### config.mk
export PLATFORM = sky130hd
export DESIGN_NAME = icache
export DESIGN_NICKNAME = d
export VERILOG_FILES = /design/src/rtl/icache.sv
export SDC_FILE = /design/constraint.sdc
export NUM_CORES = 1
export LEC_CHECK = 0
export BUFFER_PORTS_ARGS = -buffer_cell sky130_fd_sc_hd__buf_2
export CORE_MARGIN = 8
export CORE_UTILIZATION = 36
export DETAILED_ROUTE_END_ITERATION = 16
export GPL_TIMING_DRIVEN = 0
export HOLD_SLACK_MARGIN = 0.08
export PLACE_DENSITY = 0.67
export SETUP_SLACK_MARGIN = 0.02
export SLEW_MARGIN = 20
export SYNTH_ARGS = -nofsm -noshare
export SYNTH_HDL_FRONTEND = slang
export SYNTH_SLANG_ARGS = --single-unit
### constraint.sdc
create_clock -name clk -period 2 [get_ports clk]
set_clock_uncertainty 0.1 [all_clocks]
set_input_delay 0 -clock clk [delete_from_list [all_inputs] [get_ports clk]]
set_output_delay 0 -clock clk [all_outputs]
set_load 0.01 [all_outputs]
### src/rtl/icache.sv
// icache: direct-mapped, one-word-per-line instruction cache between IF and mem_ctrl.
//
// Hits return one cycle after the request. Misses issue a word-aligned read to
// mem_ctrl, hold it until mc_done_i, fill the line and return the word one cycle later.
// An IF redirect during a refill lets the read finish and the line fill, but
// suppresses the returned word.
//
// Configuration macro: ICACHE_EN. When it is undefined, no arrays are built, every
// request takes the refill path, and fence_i_i has no effect. The port list is the
// same in both builds.
//
// Ports:
//   clk, rst          clock; asynchronous active-low reset
//   if_req_i, if_pc_i fetch request and byte address (bits [1:0] ignored)
//   if_flush_i        IF redirect: drop any pending or in-flight result
//   fence_i_i         invalidate all lines
//   if_ready_o        request can be accepted this cycle
//   if_valid_o        one-cycle pulse: if_inst_o holds the fetched word
//   if_inst_o         fetched instruction
//   mc_req_o          refill read outstanding (level)
//   mc_raddr_o        word-aligned refill address, stable while mc_req_o=1
//   mc_done_i         mem_ctrl read-complete pulse
//   mc_rdata_i        mem_ctrl word, valid with mc_done_i
module icache #(
    parameter int unsigned ADDR_W  = 32,
    parameter int unsigned INDEX_W = 6
) (
    input  logic              clk,
    input  logic              rst,
    input  logic              if_req_i,
    input  logic [ADDR_W-1:0] if_pc_i,
    input  logic              if_flush_i,
    input  logic              fence_i_i,
    output logic              if_ready_o,
    output logic              if_valid_o,
    output logic [31:0]       if_inst_o,
    output logic              mc_req_o,
    output logic [ADDR_W-1:0] mc_raddr_o,
    input  logic              mc_done_i,
    input  logic [31:0]       mc_rdata_i
);

    localparam int unsigned TagW  = ADDR_W - INDEX_W - 2;
    localparam int unsigned Lines = 1 << INDEX_W;

    typedef enum logic [0:0] {StIdle, StRefill} state_e;

    state_e            state_q, state_d;
    logic [ADDR_W-1:0] raddr_q, raddr_d;
    logic              drop_q, drop_d;
    logic              valid_q, valid_d;
    logic [31:0]       inst_q, inst_d;

    logic              hit;
    logic [31:0]       hit_data;
    logic              fill_en;

    assign fill_en = (state_q == StRefill) && mc_done_i;

`ifdef ICACHE_EN
    logic [Lines-1:0]   line_valid_q;
    logic [TagW-1:0]    tag_q  [Lines];
    logic [31:0]        data_q [Lines];
    logic [INDEX_W-1:0] lk_idx, fill_idx;
    logic [TagW-1:0]    lk_tag;
    logic               unused_bits;

    assign lk_idx      = if_pc_i[INDEX_W+1:2];
    assign lk_tag      = if_pc_i[ADDR_W-1:INDEX_W+2];
    assign fill_idx    = raddr_q[INDEX_W+1:2];
    assign unused_bits = ^if_pc_i[1:0];

    // A fence in the lookup cycle forces a miss so no stale line is returned.
    assign hit      = line_valid_q[lk_idx] && (tag_q[lk_idx] == lk_tag) && !fence_i_i;
    assign hit_data = data_q[lk_idx];

    // Fence wins over a same-cycle fill: the freshly fetched line stays invalid.
    always_ff @(posedge clk or negedge rst) begin
        if (!rst) begin
            line_valid_q <= '0;
        end else if (fence_i_i) begin
            line_valid_q <= '0;
        end else if (fill_en) begin
            line_valid_q[fill_idx] <= 1'b1;
        end
    end

    // Tag/data need no reset; line_valid_q qualifies them.
    always_ff @(posedge clk) begin
        if (fill_en) begin
            tag_q[fill_idx]  <= raddr_q[ADDR_W-1:INDEX_W+2];
            data_q[fill_idx] <= mc_rdata_i;
        end
    end
`else
    logic unused_bits;

    assign hit         = 1'b0;
    assign hit_data    = '0;
    assign unused_bits = ^{fence_i_i, if_pc_i[1:0]};
`endif

    // State register and datapath registers.
    always_ff @(posedge clk or negedge rst) begin
        if (!rst) begin
            state_q <= StIdle;
            raddr_q <= '0;
            drop_q  <= 1'b0;
            valid_q <= 1'b0;
            inst_q  <= '0;
        end else begin
            state_q <= state_d;
            raddr_q <= raddr_d;
            drop_q  <= drop_d;
            valid_q <= valid_d;
            inst_q  <= inst_d;
        end
    end

    // Next-state and datapath update.
    always_comb begin
        state_d = state_q;
        raddr_d = raddr_q;
        drop_d  = drop_q;
        valid_d = 1'b0;
        inst_d  = inst_q;
        unique case (state_q)
            StIdle: begin
                // A request alongside a flush is the redirected pc, so it is served.
                if (if_req_i) begin
                    if (hit) begin
                        valid_d = 1'b1;
                        inst_d  = hit_data;
                    end else begin
                        state_d = StRefill;
                        raddr_d = {if_pc_i[ADDR_W-1:2], 2'b00};
                        drop_d  = 1'b0;
                    end
                end
            end
            StRefill: begin
                if (mc_done_i) begin
                    state_d = StIdle;
                    if (!drop_q && !if_flush_i) begin
                        valid_d = 1'b1;
                        inst_d  = mc_rdata_i;
                    end
                end else if (if_flush_i) begin
                    drop_d = 1'b1;
                end
            end
            default: state_d = StIdle;
        endcase
    end

    // Outputs.
    always_comb begin
        if_ready_o = (state_q == StIdle);
        mc_req_o   = (state_q == StRefill);
        if_valid_o = valid_q;
        if_inst_o  = inst_q;
        mc_raddr_o = raddr_q;
    end

endmodule
## Yosys cells after proc, flatten, opt, wreduce, memory -nomap -nowiden

Cells that the tools add are included.

- Bits of input ports: 70
- Logic and storage cells: 30
- Output and inout bits: 67
- Memories: 0
- Register bits: 65
- Bits in latches: 0
- ROM bits: 0
- Bits in writable memories: 0

- Bitwise gates (word level): 1
- Equal/unequal tests: 5
- Order comparisons: 0
- Shifts and indexed selects: 0
- Mux-type cells: 13
- Divide/modulo/power cells: 0
- Reductions and logical operators: 6
- $add $sub $neg: 0
- Multiply operators: 0

Operators by type and width:

| cell | count |
|---|---|
| 32-bit 2-to-1 mux | 3 |
| 2-bit inequality test, second input constant | 4 |
| 1-bit 2-to-1 mux | 7 |
| 1-bit one-hot mux with 2 select lines | 3 |
| 3-bit AND reduction | 2 |
| 1-bit logical NOT | 2 |
| 2-bit by 1-bit inequality test with 1-bit output, second input constant | 1 |
| 2-bit AND reduction | 1 |
| 1-bit logical AND | 1 |
| 1-bit NOT | 1 |

## Logic depth before layout (Yosys ltp)

- Depth in word-level cells: 5
- Gate-level depth with buffers: 4
- Mapped depth without buffers: 3

## Worst setup path before layout

No wires, ideal clock.

- Path type: register to register
- Start: reg state_q, in the netlist mc_req_o
- End: reg inst_q[13], in the netlist if_inst_o[13]
- Path slack: 0.294 ns
- Data required time: 1.775 ns
- Period minus slack after synthesis: 1.706 ns
- Library setup time: 0.125 ns
- Arrival: 1.481 ns
- Cell stages (with the launch flop): 5
- Cell sequence: dfrtp_1 > inv_2 > nor4_4 > buf_6 > mux2_2

- Longest elaborated chain between the ends: 2
- Elaborated cells on any way between the ends: 3

Ends and longest elaborated chain:

| what | RTL line | source |
|---|---|---|
| start: declaration | 48 | `state_e state_q, state_d;` |
| start signal: assignment | 106 | `state_q <= StIdle;` |
| start signal: assignment | 112 | `state_q <= state_d;` |
| 2-bit by 1-bit inequality test with 1-bit output (no line) / 2-bit inequality test (equally long branches) | - |  |
| 3-bit AND reduction (no line) * | - |  |
| end signal: assignment | 116 | `inst_q <= inst_d;` |
| end: declaration | 52 | `logic [31:0] inst_q, inst_d;` |

Every way passes the cells marked *; elsewhere a longest branch is shown, timed or not.
A chain may end at the register's enable or synchronous reset.

## Worst setup path after layout

- Start: reg state_q, in the netlist mc_req_o
- End: reg inst_q[30], in the netlist if_inst_o[30]

The elaborated chain is that of the path after synthesis.

==> reports/metrics.csv <==
metric,value,unit
clk_pin_slew,0.08,ns
hpwl,4792,um
instances_no_fill,442,
critPathMaxFanout,10,
synth_adder_area_share,0,
synth_compound_area_frac,0.007661,
clock-sinks,65,
hold_start,if_pc_i[13],
gp_congestion,0.7207,
place_inst,357,
multiInputGateArea,752.0,sq um
finalCritPeriodShare,0.9323,
seqCellArea,1627,sq um
insertion_delay,0.33,ns
drt-initial-drc-count,38,
setup_violations,0,
synth.avg_cell_area,17.01,sq um
critPathLaunchType,flop,
grt_pass1_vias,2432,
power_leakage,2.008,nW
post-place-ws,0.1154,ns
grt_max_degree,38,
postLayoutCellArea,4139,sq um
vias,2042,
critPathCaptureType,flop,
netSwitchingPower,1.383,mW
sw_frac_of_total,0.3016,
final_util,0.6195,
synth.mux.area_fraction,0.2850,
r2r_cells,4,
antenna_left,0,
place_area,3232,sq um
ff2ff_setup_slack,0.14,ns
cpPeakStageDelay,0.58,ns
final_nets,427,
grt_use_total,0.1601,
yosys_register_bits,65,
p_clk_frac,0.248,
layout_setup_ws,0.1355,ns
total_power,4.585,mW
hold_ws,0.3227,ns
syn_inst,144,
antenna_found_initial,0,
drive_gt1_frac,0.6050,
p_int,3.202,mW
path_delay_family,simple AND/OR/NAND/NOR gates,
htreeDepth,3,
wl_met2,4029,um
start_util,0.3667,
ys_seq_area_frac,0.6639,
fmax,536.3,MHz
timing.rr.start,mc_req_o,
tightestPinTransition,0.5843,ns
hold_viol,0,
slowest_stage,nor4_4,
fin_crit,1.865,ns
synth_edf_count,0,
r2r-end,if_inst_o[30],
die_w,98.50,um
synth_ff_type,dfrtp_1,
maxCapViolCount,0,
crit_buf_inv,2,
holdPathStages,3,
ys_types,14,
clock_path_buffers,2,
ios,137,
top_layer,met4,
wl_met1,2648,um
rows,30,
hp-class,in2reg,
synth_xor_area_frac,0,
drc,0,
final_max_slew_viol_count,0,
core,6681,sq um
slew_headroom,0.6075,
status,completed,
path_cells,inv_2 > nor4_4 > buf_6 > mux2_2,
worstSetupPathType,reg2reg,
final.fill_count,537,
die_y,98.50,um
grt_pass1_wl,12210,um
yosysMostFrequentCell,dfrtp_1,
p_seq_frac,0.430,
fin_tns_setup,0,ns
num_antenna_cells,0,
synth_top_area_frac,0.6639,
area_growth,68.95,%
min_to,mc_raddr_o[13],
die-area,9701,sq um
worstPathArrival,1.97,ns
ys_warn_count,0,
synth.cell_area,2450,sq um
cts_tree,yes,
rsz0062_at_grt,false,
synth_top_family_by_area,multiplexers,
irDropWorstVdd,0.8508,mV
wl_per_cell,16.84,um
route.met3.wl,588,um
crit_cells,4,
grt-ovfl-total,0,
combinationalPowerShare,0.322,
p_per_area,1108,nW/um^2
synth_area_leaders,"dfrtp_1, mux2_2, buf_6, nor4_4, buf_2",
synthSimpleGateAreaFrac,0.01124,
vias_per_cell,4.620,
drt-total-wl,7443,um
async_flop_share,1.000,
synth_top_cell_by_area,dfrtp_1,
drt-pass1-iter-count,4,
io_buffers,131,
post_cts_buffers,0,
cts_made_buffers,9,
cp.required,2.11,ns
synth.top_cells.by_count,"dfrtp_1, mux2_2, buf_2, buf_6",
cts_root_buf,clkbuf_8,
-- final cells by class --
type	instances	share of cell area
sequential	65	0.3930
timing repair buffer	201	0.3331
multi-input combinational	69	0.1817
clock buffer	12	0.03748
tap	80	0.02418
buffer	8	0.01542
clock inverter	4	0.01239
inverter	3	0.002721
-- cells in the final DEF (no fill, tap or decap) --
| cell type | Yosys | final |
|---|---|---|
| inv_1 | 2 | 2 |
| clkinv_2 | 0 | 1 |
| clkbuf_1 | 0 | 1 |
| buf_2 | 3 | 133 |
| mux2_1 | 1 | 1 |
| nor2b_1 | 1 | 1 |
| nor4_4 | 1 | 1 |
| clkinv_4 | 0 | 1 |
| clkinvlp_4 | 0 | 1 |
| mux2_2 | 61 | 61 |
| a21o_1 | 1 | 1 |
| buf_6 | 3 | 3 |
| a21oi_1 | 1 | 1 |
| conb_1 | 1 | 2 |
| bufinv_16 | 0 | 1 |
| clkbuf_8 | 0 | 11 |
| dfrtp_1 | 65 | 65 |
| dlygate4sd3_1 | 0 | 68 |
| inv_2 | 1 | 1 |
| buf_4 | 2 | 3 |
| o22ai_1 | 1 | 1 |
| buf_12 | 0 | 2 |
-- logic make-up after synthesis --
kind of cell / Yosys count
simple gates: 2
mux: 62
buf+inv: 11
compound gates: 3
other cells: 1
flops: 65
-- sequential cells by signal, summed over array words and instances (netlist names) --
signal,flops
mc_raddr_o,30
if_inst_o,32
drop_q,1
mc_req_o,1
if_valid_o,1
-- worst max-delay path by stage --
stage,start,endpoint,slack (ns)
floorplan,mc_req_o,if_inst_o[13],0.29
global placement,mc_req_o,if_inst_o[20],0.16
detailed placement,mc_req_o,if_inst_o[25],0.12
CTS,mc_req_o,if_inst_o[21],0.10
global route,mc_req_o,if_inst_o[8],0.03
finish,mc_req_o,if_inst_o[30],0.14
-- power by group through the flow --
stage / logic (mW) / registers (mW) / clock network, mW
2_1_floorplan: 0.466 / 2.21 / 0
3_3_place_gp: 1.34 / 1.96 / 0
3_5_place_dp: 1.36 / 1.99 / 0
4_1_cts: 1.48 / 1.97 / 1.18
5_1_grt: 1.58 / 2.04 / 1.22
6_report: 1.47 / 1.97 / 1.14
-- worst register-to-register path: stages, from the launching register on --
cell and delay (ns):
dfrtp_1 0.41, inv_2 0.08, nor4_4 0.58, buf_6 0.23, mux2_2 0.35
-- timing repair --
action / 4_1_cts / 5_1_grt
endpoints found under the hold margin: 130 / 0
hold buffers: 69 / 0
gates resized for setup: 0 / 0
-- routing by layer --
| metal | vias up | global-route usage |
|---|---|---|
| met4 | 0 | 0.08619 |
| met3 | 12 | 0.06061 |
| met1 | 1018 | 0.1544 |
| met5 | - | 0 |
| li1 | 930 | - |
| met2 | 82 | 0.2889 |
(Power assumes the default switching activity.)
